### src/rtl/shift_seq_unit.sv
// Purpose: sequential 32-bit shifter (SLL / SRA), one binary-weighted stage per cycle.
// Latency: fixed 5 cycles from acceptance edge to out_valid, independent of shift amount.
// Backpressure: result held in DONE until out_ready; in_ready is high only in IDLE.
//
// Ports:
//   clock, reset            - single clock, synchronous active-high reset
//   in_valid / in_ready     - operation handshake (data_operandA, ctrl_shiftamt, ctrl_sra)
//   out_valid / out_ready   - result handshake (data_result)
//   busy                    - high whenever the FSM is not in IDLE
module shift_seq_unit (
    input  logic        clock,
    input  logic        reset,
    input  logic        in_valid,
    output logic        in_ready,
    input  logic [31:0] data_operandA,
    input  logic [4:0]  ctrl_shiftamt,
    input  logic        ctrl_sra,
    output logic        out_valid,
    input  logic        out_ready,
    output logic [31:0] data_result,
    output logic        busy
);

    typedef enum logic [1:0] {
        IDLE  = 2'd0,
        SHIFT = 2'd1,
        DONE  = 2'd2
    } state_t;

    state_t      r_state;
    logic [2:0]  r_cnt;
    logic [31:0] r_work;
    logic [4:0]  r_shamt;
    logic        r_sra;
    logic        r_out_valid;
    logic [31:0] r_result;

    logic        w_accept;
    logic        w_sel;
    logic [4:0]  w_dist;
    logic [31:0] w_shifted;
    logic [31:0] w_stage;

    // Stage counter walks the shift amount MSB first: 16, 8, 4, 2, 1.
    always_comb begin
        w_sel  = 1'b0;
        w_dist = 5'd0;
        case (r_cnt)
            3'd0: begin w_sel = r_shamt[4]; w_dist = 5'd16; end
            3'd1: begin w_sel = r_shamt[3]; w_dist = 5'd8;  end
            3'd2: begin w_sel = r_shamt[2]; w_dist = 5'd4;  end
            3'd3: begin w_sel = r_shamt[1]; w_dist = 5'd2;  end
            3'd4: begin w_sel = r_shamt[0]; w_dist = 5'd1;  end
            default: begin w_sel = 1'b0; w_dist = 5'd0; end
        endcase
    end

    // Arithmetic right shift replicates the current bit 31 of the working register.
    always_comb begin
        w_shifted = 32'd0;
        if (r_sra) begin
            w_shifted = 32'($signed(r_work) >>> w_dist);
        end else begin
            w_shifted = r_work << w_dist;
        end
    end

    // Per-bit 2:1 mux: a stage whose shamt bit is clear passes the register through.
    genvar gi;
    generate
        for (gi = 0; gi < 32; gi = gi + 1) begin : g_stage_mux
            assign w_stage[gi] = w_sel ? w_shifted[gi] : r_work[gi];
        end
    endgenerate

    assign in_ready    = (r_state == IDLE);
    assign busy        = (r_state != IDLE);
    assign out_valid   = r_out_valid;
    assign data_result = r_result;
    assign w_accept    = in_valid && in_ready;

    always_ff @(posedge clock) begin
        if (reset) begin
            r_state     <= IDLE;
            r_cnt       <= 3'd0;
            r_work      <= 32'd0;
            r_shamt     <= 5'd0;
            r_sra       <= 1'b0;
            r_out_valid <= 1'b0;
            r_result    <= 32'd0;
        end else begin
            case (r_state)
                IDLE: begin
                    if (w_accept) begin
                        r_work  <= data_operandA;
                        r_shamt <= ctrl_shiftamt;
                        r_sra   <= ctrl_sra;
                        r_cnt   <= 3'd0;
                        r_state <= SHIFT;
                    end
                end
                SHIFT: begin
                    r_work <= w_stage;
                    if (r_cnt == 3'd4) begin
                        r_cnt       <= 3'd0;
                        r_state     <= DONE;
                        r_out_valid <= 1'b1;
                        r_result    <= w_stage;
                    end else begin
                        r_cnt <= r_cnt + 3'd1;
                    end
                end
                DONE: begin
                    // Returning to IDLE here guarantees one idle cycle before the next accept.
                    if (out_ready) begin
                        r_out_valid <= 1'b0;
                        r_state     <= IDLE;
                    end
                end
                default: begin
                    r_state <= IDLE;
                end
            endcase
        end
    end

endmodule

### config.mk
export PLATFORM = sky130hd
export DESIGN_NAME = shift_seq_unit
export DESIGN_NICKNAME = d
export VERILOG_FILES = /design/src/rtl/shift_seq_unit.sv
export SDC_FILE = /design/constraint.sdc
export NUM_CORES = 1
export LEC_CHECK = 0
export ABC_AREA = 1
export CORE_MARGIN = 4
export CORE_UTILIZATION = 39
export DETAILED_ROUTE_END_ITERATION = 10
export GPL_ROUTABILITY_DRIVEN = 0
export GPL_TIMING_DRIVEN = 0
export SLEW_MARGIN = 20
export SYNTH_ARGS = -nofsm -noshare
export SYNTH_HDL_FRONTEND = slang
export SYNTH_SLANG_ARGS = --single-unit
### constraint.sdc
create_clock -name clock -period 5.7 [get_ports clock]
set_input_delay 1.71 -clock clock [delete_from_list [all_inputs] [get_ports clock]]
set_output_delay 1.71 -clock clock [all_outputs]
set_load 0.01 [all_outputs]
## Yosys cells after proc, flatten, opt, wreduce, memory -nomap -nowiden

Cells that the tools add are included.

| word-level totals | value |
|---|---|
| flip-flop bits (word level) | 76 |
| bits of input ports | 42 |
| output and inout bits | 35 |
| logic and storage cells | 77 |

| operators by class | value |
|---|---|
| add/subtract/negate cells | 1 |
| equal/unequal tests | 9 |
| shift-type cells | 2 |
| mux-type cells | 47 |
| reductions and logical operators | 11 |

Operator list:

| cell | count |
|---|---|
| two-way mux 32 bit | 2 |
| one-hot mux 32 bit (2 select lines) | 1 |
| two-way mux 1 bit | 34 |
| left shift 32 x 5 -> 32 bit | 1 |
| >>> shifter 32 x 5 -> 32 bit | 1 |
| one-hot mux 5 bit (5 select lines) | 1 |
| == test 3 x 2 -> 1 bit (second input constant) | 2 |
| two-way mux 2 bit | 3 |
| two-way mux 3 bit | 2 |
| one-hot mux 2 bit (3 select lines) | 1 |
| one-hot mux 3 bit (2 select lines) | 1 |
| AND reduction 2 bit | 3 |
| AND reduction 3 bit | 2 |
| nonzero test 2 bit | 3 |
| one-hot mux 1 bit (5 select lines) | 1 |
| != test 2 bit (second input constant) | 2 |
| adder 3 x 1 -> 3 bit (second input constant) | 1 |
| == test 3 x 1 -> 1 bit (second input constant) | 1 |
| == test 3 bit (second input constant) | 1 |
| zero test 3 bit | 1 |
| == test 2 x 1 -> 1 bit (second input constant) | 1 |
| == test 2 bit (second input constant) | 1 |
| zero test 2 bit | 1 |
| != test 2 x 1 -> 1 bit (second input constant) | 1 |
| 2 further kinds | 2 |

## Longest topological paths before layout

Gate-level depths: netlist of run 1.

| depth | value |
|---|---|
| depth after elaboration | 6 |
| mapped depth | 20 |
| depth with buffers taken out | 19 |

## Worst setup path after synthesis of run 1

No wires, ideal clock.

| timing | value |
|---|---|
| path type | in2reg |
| from | in in_valid |
| to | reg r_work[1] |
| setup time | 0.128 ns |
| arrival time | 2.617 ns |
| required time | 5.572 ns |
| slack | 2.955 ns |
| stages on the path | 8 |
| buffers on the path | 1 |
| path through | nand2_1 inv_2 nor2_1 inv_2 clkbuf_1 o21ai_0 a21oi_1 nor2_1 |

| between the ends | value |
|---|---|
| cells in the longest elaborated chain, start to end | 3 |

Ends and longest elaborated chain:

| what | RTL line | text |
|---|---|---|
| start, declared | 13 | `input logic in_valid,` |
| logical AND 1 bit | 80 | `assign w_accept = in_valid && in_ready;` |
| != test 2 x 1 -> 1 bit (no line) | - |  |
| AND reduction 2 bit (no line) | - |  |
| end signal, assigned | 95 | `r_work <= data_operandA;` |
| end signal, assigned | 103 | `r_work <= w_stage;` |
| end, declared | 32 | `logic [31:0] r_work;` |

No other way between the ends.
A chain may end at the register's enable or synchronous reset.

## Final worst setup path of run 1

| timing | value |
|---|---|
| from | in in_valid |
| to | reg r_work[31] |

Same word-level chain as after synthesis.

==> flow_summary.json, run 1 <==
{
  "fin_tns_setup_ps": 0,
  "drive_above_1_share_pct": 5.32,
  "grt_usage_pct": 33.1,
  "layout_commonest_cell": "nand2_1",
  "synth_area_um2": 7060,
  "hold_viol_final": 0,
  "antenna_found_initial": 0,
  "synthCells": 1301,
  "synth_top_family_by_area": "simple AND/OR/NAND/NOR gates",
  "peakVddDrop_mv": 0.131,
  "slew_headroom_pct": 46.3,
  "start_util_pct": 40.2,
  "ys_types": 36,
  "clk_pin_slew_ps": 60,
  "skew_ps": 10.2,
  "grt_pass1_wl_um": 51000,
  "finalSetupViolations": 0,
  "yosys.area_share.adder_pct": 0.887,
  "core_um2": 17500,
  "cap_violations": 0,
  "finalCriticalPeriod_ps": 3720,
  "cts-root-buf": "clkbuf_16",
  "synthFlopType": "dfxtp_1",
  "critPathMaxFanout": 10,
  "place_inst": 1601,
  "area_growth_pct": 19.3,
  "syn_nets": 1348,
  "drv_slew": 0,
  "drt_iter0_markers": 1391,
  "cts_sinks": 76,
  "p_leak_nw": 3.91,
  "rsz0062_at_grt": "no",
  "die_w_um": 143,
  "cts_buffer_depth": 2,
  "holdBufCountCts": 0,
  "fmax_ghz": 0.269,
  "htreeDepth": 3,
  "grt_overflow": 0,
  "yosys.area_share.simple_pct": 44.8,
  "synth_mux_area_share_pct": 0,
  "worst_pin_slew_ps": 805,
  "antenna_cells": 0,
  "num_rows": 48,
  "mostFrequentLayoutCells": "445 x nand2_1, 192 x nand3_1, 118 x inv_1, 111 x nor2_1, 100 x o21ai_0",
  "ys_ff_latch": 76,
  "cts_resized": 0,
  "drt-pass1-iter-count": 9,
  "worst_ep_arrival_time_ps": 3920,
  "crit_path_end_kind": "flop",
  "via_count": 9489,
  "post_cts_buffers": 0,
  "cts_tree": "yes",
  "die_area_um2": 20300,
  "post-place-ws_ps": 1680,
  "port_buffers": 75,
  "fin_util_pct": 48.0,
  "synth_xor_area_share_pct": 0,
  "status": "complete, no violations",
  "layout_setup_ws_ps": 1980,
  "clk_latency_ps": 350,
  "layout.cells.non_filler": 1615,
  "period_share_pct": 65.3,
  "synth_compound_area_share_pct": 19.5,
  "yosysWarnings": 0,
  "dp.final_hpwl_um": 26800,
  "synth-edff-count": 0,
  "hold_class": "reg2reg",
  "drcViolationCount": 0,
  "vias_per_cell": 5.88,
  "num_io_pins": 77,
  "start_kind": "input pin",
  "syn_avg_cell_area_um2": 5.42,
  "cellPowerDensity_nw_per_um2": 226,
  "routed_wl_um": 34000,
  "drtAntennaViolNets": 0,
  "grt_max_degree": 13,
  "first_global_vias": 8756,
  "cp.required_ps": 5900,
  "wl_per_cell_um": 21.0,
  "synthArstFlopShare_pct": 0,
  "placed_cell_area_um2": 8090,
  "numCtsBuffers": 9,
  "yosysSeqAreaShare_pct": 21.6,
  "postLayoutCellArea_um2": 8420,
  "fp.dieH_um": 143,
  "critical_path_class": "in2reg",
  "nNetsFinal": 1434
}
cell usage after synthesis (2+ instances only):
library cell	number	share of area [%]
nand2_4	3	0.48
a21oi_1	53	3.8
a32o_1	4	0.57
clkbuf_1	36	1.9
inv_2	5	0.27
nand4_1	5	0.44
ha_1	5	0.89
dfxtp_1	76	22
buf_6	8	1.3
o211ai_1	34	3.6
inv_1	118	6.3
buf_2	25	1.8
o21a_1	2	0.21
buf_4	8	0.85
nand2_1	445	24
nand3_1	192	14
nor2_1	111	5.9
buf_1	10	0.53
o21ai_0	100	7.1
nand2_2	3	0.27
o21ai_1	43	3.0
worst paths after layout:
check,start,end,slack (ps),depth (start not counted)
worst max-delay path,in_valid,r_work[31]$_SDFFE_PP0P_,1980,9
worst min register to register,out_valid$_SDFFE_PP0P_,out_valid$_SDFFE_PP0P_,470,2
worst min-delay path,out_valid$_SDFFE_PP0P_,out_valid$_SDFFE_PP0P_,470,2
worst max register to register,r_cnt[0]$_SDFFE_PP0P_,r_work[14]$_SDFFE_PP0P_,2590,14
power breakdown:
group          leakage, nW  total [mW]  switching, mW  internal, mW
combinational         3.13       0.669          0.472         0.197
sequential           0.620       0.581         0.0241         0.557
clock                0.157       0.649          0.227         0.422
total                 3.91        1.90          0.723          1.18
through the flow:
step,power (mW),hold slack (ps)
finish,1.90,472
detailed placement,1.23,458
global placement,1.23,462
CTS,1.87,474
global route,1.98,486
floorplan,1.00,455
layout make-up:
class	count	area [µm²]
Clock buffer	9	225
Multi-Input combinational cell	1012	4600
Sequential cell	76	1520
Fill cell	1952	9120
Timing Repair Buffer	75	751
Inverter	125	477
Tap cell	225	282
Buffer	88	463
Clock inverter	5	103
per-layer routing:
layer | track usage, % | part of all wire (%) | vias up
li1 | - | - | 4405
met5 | 0 | 0 | -
met3 | 11.5 | 14 | 187
met1 | 44.1 | 40 | 4188
met4 | 17.3 | 6.7 | 0
met2 | 46.9 | 39 | 709
worst max-delay path, stage by stage:
cell	delay, ps
clkdlybuf4s50_1	570
nand2_1	260
inv_2	210
nor2_1	120
inv_2	200
clkbuf_1	490
o21ai_0	150
nor2_1	120
nor2_1	80
sequential cells by signal, indices dropped and copies added, names as in the netlist:
| register | cells |
|---|---|
| r_work | 32 |
| data_result | 32 |
| r_sra | 1 |
| r_shamt | 5 |
| r_cnt | 3 |
| r_state | 2 |
| out_valid | 1 |
cells by family after synthesis:
| kind of cell | Yosys count |
|---|---|
| AOI/OAI and AO/OA | 245 |
| DFF | 76 |
| buffers and inverters | 213 |
| adders and majority gates | 5 |
| and+or+nand+nor | 762 |
Power figures use the tool's default switching activity.
==> run 2, diff against run 1 <==
==> constraint.sdc (replaced) <==
create_clock -name clock -period 3.75 [get_ports clock]
set_input_delay 1.125 -clock clock [delete_from_list [all_inputs] [get_ports clock]]
set_output_delay 1.125 -clock clock [all_outputs]
set_load 0.01 [all_outputs]
==> results of run 2 <==
The final DEF is identical to that of run 1. Status: complete, no violations.
Main changes from that run: setup slack after placement 1680 ps -> 312 ps; setup slack after layout 1980 ps -> 613 ps; register-to-register setup slack 2590 ps -> 640 ps; total power 1.90 mW -> 2.89 mW; worst IR drop on VDD 0.131 mV -> 0.200 mV
